--- src/rtl/gouram_trace_pkg.sv ---
// -----------------------------------------------------------------------------
// gouram_trace_pkg
// Shared types and helpers for the gouram trace buffer.
//   state_e    : serialiser FSM state (IDLE, STREAM)
//   num_beats  : number of OUT_WIDTH beats needed to carry one REC_WIDTH record
// -----------------------------------------------------------------------------
package gouram_trace_pkg;

  typedef enum logic [0:0] {
    IDLE   = 1'b0,
    STREAM = 1'b1
  } state_e;

  localparam int DROP_CNT_W = 16;

  // ceil(rec_w / out_w); usable in parameter/localparam context.
  function automatic int num_beats(input int rec_w, input int out_w);
    return (rec_w + out_w - 1) / out_w;
  endfunction

endpackage

--- src/rtl/gouram_trace_fifo.sv ---
// -----------------------------------------------------------------------------
// gouram_trace_fifo
// Record store for the trace buffer: W bits x DEPTH entries, show-ahead read.
// Ports:
//   clk, rst   : clock, asynchronous active-high reset (pointers/level only)
//   push_i     : write data_i at the tail this edge
//   data_i     : record to write
//   pop_i      : drop the head entry this edge
//   data_o     : head entry (valid whenever empty_o = 0)
//   level_o    : number of entries held
//   full_o     : level_o == DEPTH
//   empty_o    : level_o == 0
// The caller guarantees push_i only when not full (or popping on the same
// edge) and pop_i only when not empty. DEPTH must be a power of two so the
// pointers wrap by natural overflow.
// -----------------------------------------------------------------------------
module gouram_trace_fifo #(
  parameter int W     = 609,
  parameter int DEPTH = 8,
  parameter int LVL_W = $clog2(DEPTH + 1)
) (
  input  logic             clk,
  input  logic             rst,
  input  logic             push_i,
  input  logic [W-1:0]     data_i,
  input  logic             pop_i,
  output logic [W-1:0]     data_o,
  output logic [LVL_W-1:0] level_o,
  output logic             full_o,
  output logic             empty_o
);

  localparam int PTR_W = $clog2(DEPTH);

  logic [W-1:0]     mem_q [DEPTH];
  logic [PTR_W-1:0] wr_ptr_q, wr_ptr_d;
  logic [PTR_W-1:0] rd_ptr_q, rd_ptr_d;
  logic [LVL_W-1:0] level_q, level_d;

  always_comb begin
    wr_ptr_d = wr_ptr_q;
    rd_ptr_d = rd_ptr_q;
    level_d  = level_q;
    if (push_i) wr_ptr_d = wr_ptr_q + 1'b1;
    if (pop_i)  rd_ptr_d = rd_ptr_q + 1'b1;
    case ({push_i, pop_i})
      2'b10:   level_d = level_q + 1'b1;
      2'b01:   level_d = level_q - 1'b1;
      default: level_d = level_q;
    endcase
  end

  always_ff @(posedge clk or posedge rst) begin
    if (rst) begin
      wr_ptr_q <= '0;
      rd_ptr_q <= '0;
      level_q  <= '0;
    end else begin
      wr_ptr_q <= wr_ptr_d;
      rd_ptr_q <= rd_ptr_d;
      level_q  <= level_d;
    end
  end

  // Storage carries no reset: contents are only observed behind level_q.
  always_ff @(posedge clk) begin
    if (push_i) mem_q[wr_ptr_q] <= data_i;
  end

  assign data_o  = mem_q[rd_ptr_q];
  assign level_o = level_q;
  assign full_o  = (level_q == LVL_W'(DEPTH));
  assign empty_o = (level_q == '0);

endmodule

--- src/rtl/gouram_trace_buffer.sv ---
// -----------------------------------------------------------------------------
// gouram_trace_buffer
// Buffers wide trace records from the gouram tracer and serialises each one
// into NUM_BEATS = ceil(REC_WIDTH/OUT_WIDTH) beats, LSB first, with the record
// zero-padded at the MSB end.
// Ports:
//   clk, rst       : clock, asynchronous active-high reset
//   trace_valid_i  : record present this cycle (no back-pressure; dropped when full)
//   trace_data_i   : REC_WIDTH-bit record
//   beat_ready_i   : sink accepts the current beat
//   beat_valid_o   : beat available (FSM in STREAM)
//   beat_data_o    : current OUT_WIDTH-bit beat (zero when not valid)
//   beat_last_o    : final beat of the current record
//   level_o        : records held (including the one being streamed)
//   empty_o/full_o : level_o == 0 / level_o == DEPTH
//   overflow_o     : sticky, a record has been dropped since reset
//   drop_cnt_o     : 16-bit saturating drop count, only with the
//                    GOURAM_TRACE_DROP_CNT_EN macro defined
// Handshake: a beat transfers on every rising edge where beat_valid_o and
// beat_ready_i are both 1; while beat_valid_o=1 and beat_ready_i=0 the beat
// data and beat_last_o hold. Once valid, a beat is never withdrawn except by
// reset.
// Debug: the FSM state is the state_q register (type state_e).
// -----------------------------------------------------------------------------
module gouram_trace_buffer
  import gouram_trace_pkg::*;
#(
  parameter int REC_WIDTH = 609,
  parameter int OUT_WIDTH = 64,
  parameter int DEPTH     = 8
) (
  input  logic                         clk,
  input  logic                         rst,
  input  logic                         trace_valid_i,
  input  logic [REC_WIDTH-1:0]         trace_data_i,
  input  logic                         beat_ready_i,
  output logic                         beat_valid_o,
  output logic [OUT_WIDTH-1:0]         beat_data_o,
  output logic                         beat_last_o,
  output logic [$clog2(DEPTH+1)-1:0]   level_o,
  output logic                         empty_o,
  output logic                         full_o,
  output logic                         overflow_o
`ifdef GOURAM_TRACE_DROP_CNT_EN
  ,
  output logic [DROP_CNT_W-1:0]        drop_cnt_o
`endif
);

  localparam int NUM_BEATS = num_beats(REC_WIDTH, OUT_WIDTH);
  localparam int PAD_W     = NUM_BEATS * OUT_WIDTH;
  localparam int CNT_W     = (NUM_BEATS > 1) ? $clog2(NUM_BEATS) : 1;
  localparam int LVL_W     = $clog2(DEPTH + 1);

  state_e           state_q, state_d;
  logic [CNT_W-1:0] beat_cnt_q, beat_cnt_d;
  logic             overflow_q, overflow_d;

  logic [REC_WIDTH-1:0] head_data;
  logic [LVL_W-1:0]     fifo_level;
  logic                 fifo_full, fifo_empty;
  logic                 streaming, handshake, on_last, push, pop, drop;

  gouram_trace_fifo #(
    .W     (REC_WIDTH),
    .DEPTH (DEPTH),
    .LVL_W (LVL_W)
  ) u_fifo (
    .clk     (clk),
    .rst     (rst),
    .push_i  (push),
    .data_i  (trace_data_i),
    .pop_i   (pop),
    .data_o  (head_data),
    .level_o (fifo_level),
    .full_o  (fifo_full),
    .empty_o (fifo_empty)
  );

  // Beat selection: the mux is sized to the full counter range so the index
  // width matches exactly; unused slots read as zero.
  logic [PAD_W-1:0]     head_pad;
  logic [OUT_WIDTH-1:0] beat_mux [2**CNT_W];

  assign head_pad = PAD_W'(head_data);

  for (genvar k = 0; k < 2**CNT_W; k++) begin : g_beat
    if (k < NUM_BEATS) begin : g_used
      assign beat_mux[k] = head_pad[k*OUT_WIDTH +: OUT_WIDTH];
    end else begin : g_unused
      assign beat_mux[k] = '0;
    end
  end

  assign streaming = (state_q == STREAM);
  assign handshake = streaming && beat_ready_i;
  assign on_last   = (beat_cnt_q == CNT_W'(NUM_BEATS - 1));
  assign pop       = handshake && on_last;
  // A full buffer still accepts a record when the head leaves on the same edge.
  assign push      = trace_valid_i && (!fifo_full || pop);
  assign drop      = trace_valid_i && fifo_full && !pop;

  always_comb begin
    state_d    = state_q;
    beat_cnt_d = beat_cnt_q;
    case (state_q)
      IDLE: begin
        if (!fifo_empty) begin
          state_d    = STREAM;
          beat_cnt_d = '0;
        end
      end
      STREAM: begin
        if (handshake) begin
          if (on_last) begin
            beat_cnt_d = '0;
            // Keep streaming back-to-back if another record remains after the pop.
            if (!((fifo_level > LVL_W'(1)) || push)) state_d = IDLE;
          end else begin
            beat_cnt_d = beat_cnt_q + 1'b1;
          end
        end
      end
      default: begin
        state_d    = IDLE;
        beat_cnt_d = '0;
      end
    endcase
  end

  assign overflow_d = overflow_q || drop;

  always_ff @(posedge clk or posedge rst) begin
    if (rst) begin
      state_q    <= IDLE;
      beat_cnt_q <= '0;
      overflow_q <= 1'b0;
    end else begin
      state_q    <= state_d;
      beat_cnt_q <= beat_cnt_d;
      overflow_q <= overflow_d;
    end
  end

`ifdef GOURAM_TRACE_DROP_CNT_EN
  logic [DROP_CNT_W-1:0] drop_cnt_q, drop_cnt_d;

  always_comb begin
    drop_cnt_d = drop_cnt_q;
    if (drop && (drop_cnt_q != {DROP_CNT_W{1'b1}})) drop_cnt_d = drop_cnt_q + 1'b1;
  end

  always_ff @(posedge clk or posedge rst) begin
    if (rst) drop_cnt_q <= '0;
    else     drop_cnt_q <= drop_cnt_d;
  end

  assign drop_cnt_o = drop_cnt_q;
`endif

  assign beat_valid_o = streaming;
  assign beat_data_o  = streaming ? beat_mux[beat_cnt_q] : '0;
  assign beat_last_o  = streaming && on_last;
  assign level_o      = fifo_level;
  assign empty_o      = fifo_empty;
  assign full_o       = fifo_full;
  assign overflow_o   = overflow_q;

endmodule

--- config.mk ---
export PLATFORM = sky130hd
export DESIGN_NAME = gouram_trace_buffer
export DESIGN_NICKNAME = d
export VERILOG_FILES = /design/src/rtl/gouram_trace_pkg.sv /design/src/rtl/gouram_trace_fifo.sv /design/src/rtl/gouram_trace_buffer.sv
export SDC_FILE = /design/constraint.sdc
export NUM_CORES = 2
export LEC_CHECK = 0
export ABC_CLOCK_PERIOD_IN_PS = 142000
export CAP_MARGIN = 10
export CORE_ASPECT_RATIO = 1.25
export CORE_MARGIN = 4
export CORE_UTILIZATION = 27
export CTS_BUF_LIST = sky130_fd_sc_hd__clkbuf_2 sky130_fd_sc_hd__clkbuf_4 sky130_fd_sc_hd__clkbuf_8
export DETAILED_ROUTE_END_ITERATION = 12
export PLACE_DENSITY_LB_ADDON = 0.08
export RECOVER_POWER = 25
export SYNTH_ARGS = -nofsm -noshare
export SYNTH_HDL_FRONTEND = slang
export SYNTH_MEMORY_MAX_BITS = 65536
export SYNTH_SLANG_ARGS = --single-unit
--- constraint.sdc ---
create_clock -name clk -period 142 [get_ports clk]
set_input_delay 21.3 -clock clk [delete_from_list [all_inputs] [get_ports clk]]
set_output_delay 21.3 -clock clk [all_outputs]
set_load 0.02 [all_outputs]
# == Word-level counts from Yosys, hierarchy flattened ==
# Memory sizes are Yosys's and may differ from the RTL's.
# Cells that the tools add are included.
# totals
ramBits,4872
n_memories,1
in_bits,613
register_bits,16
# classes
mux,16
n_eq_ne,6
n_addsub,5
n_reduce_logical,14
order_cmp,2
n_bitwise,2
# memory_table
name,words,word_bits,rd,rd_ports_with_merged_regs,wr,line_no,source
u_fifo.mem_q,8,609,1,0,1,gouram_trace_fifo.sv:35,logic [W-1:0] mem_q [DEPTH];
# ops
cell,count
binary-select mux 64 bit (select 4 bit),1
2-to-1 mux 64 bit,3
one-hot mux 4 bit (2 select lines),2
2-to-1 mux 4 bit,3
adder 4 x 1 -> 4 bit (second input constant),2
== test 4 bit (second input constant),2
adder 3 x 1 -> 3 bit (second input constant),2
logical AND 1 bit,6
2-to-1 mux 1 bit,6
greater-or-equal comparator 5 bit (second input constant),1
inverter 4 -> 5 bit,1
greater-than comparator 4 x 1 -> 1 bit (second input constant),1
zero test 4 bit,1
subtractor 4 x 1 -> 4 bit (second input constant),1
logical OR 1 bit,3
== test 2 x 1 -> 1 bit (second input constant),1
== test 2 bit (second input constant),1
zero test 1 bit,2
inequality test 2 x 1 -> 1 bit (second input constant),1
inequality test 2 bit (second input constant),1
one-hot mux 1 bit (2 select lines),1
AND reduction 2 bit,1
nonzero test 2 bit,1
inverter 1 bit,1

# == Logic depth before layout (Yosys ltp) ==
# logic_depth
depth_word,9
depth_mapped,12
depth_no_buf,10

# == By module ==
# Synthesis repeated with hierarchy kept, for this count alone.
# unflattened
cells_unflattened,7704
area_unflattened_um2,189221.5
# modules_own_cells
mod,area_per_inst_um2,n_inst,cells_each,seq_area_each_um2
gouram_trace_fifo,183355.9,1,7100,146550.6
gouram_trace_buffer,5865.6,1,604,150.1

# == Worst setup path after synthesis ==
# Ideal clock, no wire load.
# synth_timing
kind,input-to-reg
startpoint,input beat_ready_i
endpoint,memory u_fifo.mem_q[4][0] (enable)
t_required_ns,138.715
n_path_buf,0
setup_slack_ns,55.434
path_stages,4
arrival_time_ns,83.282
path_cell_list,a21oi_1 nor2b_1 inv_1 nor4b_1
# synth_via
elab_chain_cells,6
# synth_lines
element,line_no,source
start: declaration,gouram_trace_buffer.sv:36,"input logic beat_ready_i,"
logical AND 1 bit,gouram_trace_buffer.sv:96,assign handshake = streaming && beat_ready_i;
logical AND 1 bit,gouram_trace_buffer.sv:98,assign pop = handshake && on_last;
logical OR 1 bit,gouram_trace_buffer.sv:100,assign push = trace_valid_i && (!fifo_full || pop);
logical AND 1 bit,gouram_trace_buffer.sv:100,
2-to-1 mux 1 bit,gouram_trace_fifo.sv:67,if (push_i) mem_q[wr_ptr_q] <= data_i;
2-to-1 mux 1 bit (implied by the code),gouram_trace_fifo.sv:67,
end: declaration,gouram_trace_fifo.sv:35,
# No other way between the ends.

# == Worst setup path after layout ==
# layout_timing
startpoint,register u_fifo.rd_ptr_q[0]
endpoint,output beat_data_o[57]
# layout_via
elab_chain_cells,5
# layout_lines
element,line_no,source
start: declaration,gouram_trace_fifo.sv:37,"logic [PTR_W-1:0] rd_ptr_q, rd_ptr_d;"
start signal: assignment,gouram_trace_fifo.sv:60,rd_ptr_q <= rd_ptr_d;
memory read (8 x 609 bit),n/a,
binary-select mux 64 bit (select 4 bit),gouram_trace_buffer.sv:162,assign beat_data_o = streaming ? beat_mux[beat_cnt_q] : '0;
2-to-1 mux 64 bit (implied by the code) (2 in a row),gouram_trace_buffer.sv:162,
2-to-1 mux 64 bit,gouram_trace_buffer.sv:162,
end: declaration,gouram_trace_buffer.sv:38,"output logic [OUT_WIDTH-1:0] beat_data_o,"
# No other way between the ends. The select of a mux whose other input is x is not followed.

==> impl_results.md <==
* Top Usage Layer GRT: met2
* First-pass GRT wire length at 861000 um
* CTS tree: yes
* WL final at approximately 630000 um
* DR pass1 iterations at 5
* Sinks on Clock Net at 4888
* Worst path slowest cell: dfrtp_4
* Largest net degree at the start of global routing at approximately 100
* Starting density of the core at 27.1%
* H-tree Lvls at 6
* Synth warnings at 0
* Critical Path, Cell by Cell: buf_4 > buf_4 > buf_4 > buf_4 > buf_4 > mux4_2 > mux2i_1 > a221oi_1 > o21ai_0 > buf_4 > a21oi_1 > clkdlybuf4s50_1
* Share of the synthesized area in the top cell type at around four fifths
* Worst path most repeated cell: buf_4
* Count leader, synth: edfxtp_1
* VDD IR max at approximately 0.011 mV
* #FFs+latches synth at between 4000 and 5000
* Vias per cell at between 4 and 5
* Hold Fails Final Rpt at 0
* Power density cells at 18.6 mW/mm2
* PortBufs at approximately 690
* CP Launch Type: flip-flop
* Largest delay contributor family on the critical path: buffers and inverters
* Critical setup path kind: reg2out
* Met1 Track Usage GR at between 20% and 30%
* Fillers at approximately 66000
* Tot Pwr at approximately 4100 uW
* Clock transition at path regs at approximately 0.06 ns
* Setup Fix Bufs, Post-CTS at 0
* Synth Flop Type: edfxtp_1
* Post-CTS Hold Fix Bufs at 0
* Netlist cell types at ~70
* Main area contributors after synthesis: edfxtp_1, mux4_2, mux2i_1, nand2_1, buf_4
* Post-Syn Area at 0.187 mm2
* Hpwl dp at about 390000 um
* Period utilization at a little over a fifth
* Die ar. at 0.706 mm2
* Relative slew slack at 11.0%
* Initial antenna violation count at 409
* Top cells by count, synth: edfxtp_1, mux4_2, mux2i_1
* Avg Synthesized Cell Area at 22.9 um2
* Total CTS buffers at roughly 820
* Longest Clk Path Bufs at 4
* Post-CTS sizing at 0
* Max_cap viols at 0
* Hold Crit Class: reg2reg
* Outcome: completed
* Vias in the first global route at around 97000
* Skew-Pair Late Insertion Delay at 1.33 ns
* I/O pin count at just under 700
* CP peak stage delay at a little under 1 ns
* RSZ-0062 raised after global routing: no
* Via count of the routed design at between 90000 and 100k
* Area Growth Syn to Fin at 18.5%
* GRT Resource Usage Total at 17.5%
* Initial DRC Count at around 7000
* Setup crit end kind: output port
* Congestion Overflow GR at 0
* Gate Count Post-Synth at slightly above 8000
* Die H at 939 um
* Fmax at about 33 MHz
* DIE WIDTH at between 700 and 800 um
* Final std cells w/o fill at ~19000
* Sequential element share of the synthesized area at 78.4%
* Min Tclk post-route at 30.08 ns
* Final setup viols at 0
* Setup_tns at 0 ns
* GP Congestion at between 0.7 and 0.8
* Fin nets at just over 10000
* CP Data Required Time at between 100 and 150 ns
* Layout cells sized above 1 at 27.7%
* Leakage Power at ~0.068 uW
* # DRC at 0
* Met3 Use GR at approximately 3.9%
* Post-route ant nets at 0
* CTS root buffer: clkbuf_8
* Row cnt at about 340
* Worst Path Buf+Inv at 7
* EDFF count, synth at 4872
* Worst Clk Skew at around 0.12 ns
* Largest area contributor in the netlist: edfxtp_1
* Net Count, Synth at slightly below 9000
* Slew Limit Fails at 0
* Critical Path Fanout Max at 40
* Met2 usage at 29.3%
* Arr. time, crit path at 8.78 ns
* Worst slew pin tran at 1.34 ns
* Core Area at between 0.6 and 0.7 mm2
* Fraction of registers with async set/reset at less than 1%
* Placed Cells at 17800
* Detailed-route wire length per cell at between 30 and 40 um
-- registers in the layout, indices dropped and copies added (netlist names) --
signal,cells
u_fifo.mem_q,4872
beat_valid_o,1
u_fifo.rd_ptr_q,3
overflow_o,1
u_fifo.wr_ptr_q,3
beat_cnt_q,4
u_fifo.level_o,4
-- through the flow --
step | hold WS, ns | area, um2 | utilization [%] | setup slack, ns
CTS | 0.470 | 221000 | 32.1 | 111.32
floorplan | 0.546 | 187000 | - | 55.43
global route | 0.504 | 221000 | 32.1 | 111.06
global placement | 0.457 | 205000 | 29.7 | 112.85
detailed placement | 0.460 | 205000 | 29.7 | 112.89
finish | 0.480 | 222000 | 32.1 | 111.92
-- kinds of logic after synthesis --
family / share of synthesized area [%]
buffers and inverters: 1.42
adders and majority gates: 0.0602
AOI/OAI and AO/OA: 2.33
muxes: 16.3
xor gates and xnor gates: 0.0375
and+or+nand+nor: 1.41
DFF: 78.4
-- cell type report --
type	count	area [um2]	share of cell area [%]
diodes	110	275	0.124
repair buffers	972	9320	4.21
well taps	9089	11400	5.13
inverters	10	47.5	0.0215
multi-input cells	2805	37900	17.1
flip-flops and latches	4888	147000	66.2
clock inverters	380	2600	1.17
clock buffers	1095	13400	6.04
-- power by group --
group / leakage, uW / internal, uW / switching [uW] / total (uW)
registers: 0.0444 / 1810 / 45.7 / 1860
logic: 0.0150 / 369 / 660 / 1030
clock network: 0.00845 / 648 / 591 / 1240
total: 0.0678 / 2830 / 1300 / 4120
-- path summary, 6_finish.rpt --
check / from / to / cells past startpoint / slack [ns]
max in group asynchronous: rst / beat_cnt_q[3] / 3 / 120.15
min in group asynchronous: rst / u_fifo.level_o[2] / 3 / 20.86
worst min register to register: overflow_o / overflow_o / 1 / 0.48
worst max register to register: beat_cnt_q[1] / u_fifo.mem_q[5][212] / 13 / 134.45
worst max-delay path: u_fifo.rd_ptr_q[0] / beat_data_o[57] / 12 / 111.92
worst min-delay path: overflow_o / overflow_o / 1 / 0.48
-- placed cells by master, fill, tap and decap left out, types with 35 or more instances in the layout --
cell,synthesis,final
edfxtp_1,4872,4872
mux4_2,1145,1145
clkbuf_8,0,827
mux2i_1,418,418
dlygate4sd3_1,0,347
clkdlybuf4s50_1,0,338
nand2_1,294,293
clkbuf_4,0,268
buf_4,114,261
clkinv_1,1,210
diode_2,0,110
a21oi_1,111,110
a22oi_1,103,103
clkinv_2,0,91
o211ai_1,70,70
o21ai_0,66,61
o22ai_1,60,60
nand3_1,51,51
mux2_2,46,46
a211oi_1,41,39
nor3_1,40,36
a221oi_1,35,35
-- worst register-to-register path, cell delays in order (launching register included) --
cell and delay (ns):
dfrtp_2 0.41, buf_4 0.28, inv_1 0.68, ha_1 0.34, and4b_1 0.48, a21oi_1 0.18
nor2b_1 0.48, nand2_1 0.31, nor3b_2 0.45, buf_12 0.55, buf_4 0.81, buf_4 0.69
buf_4 0.74, buf_4 0.70
-- routing by layer --
layer,part of all wire (%),vias to the layer above
met5,0.14,-
met4,2.5,136
met3,5.9,1284
met2,48,2639
met1,43,49800
li1,-,37800
Power figures use the tool's default switching activity.
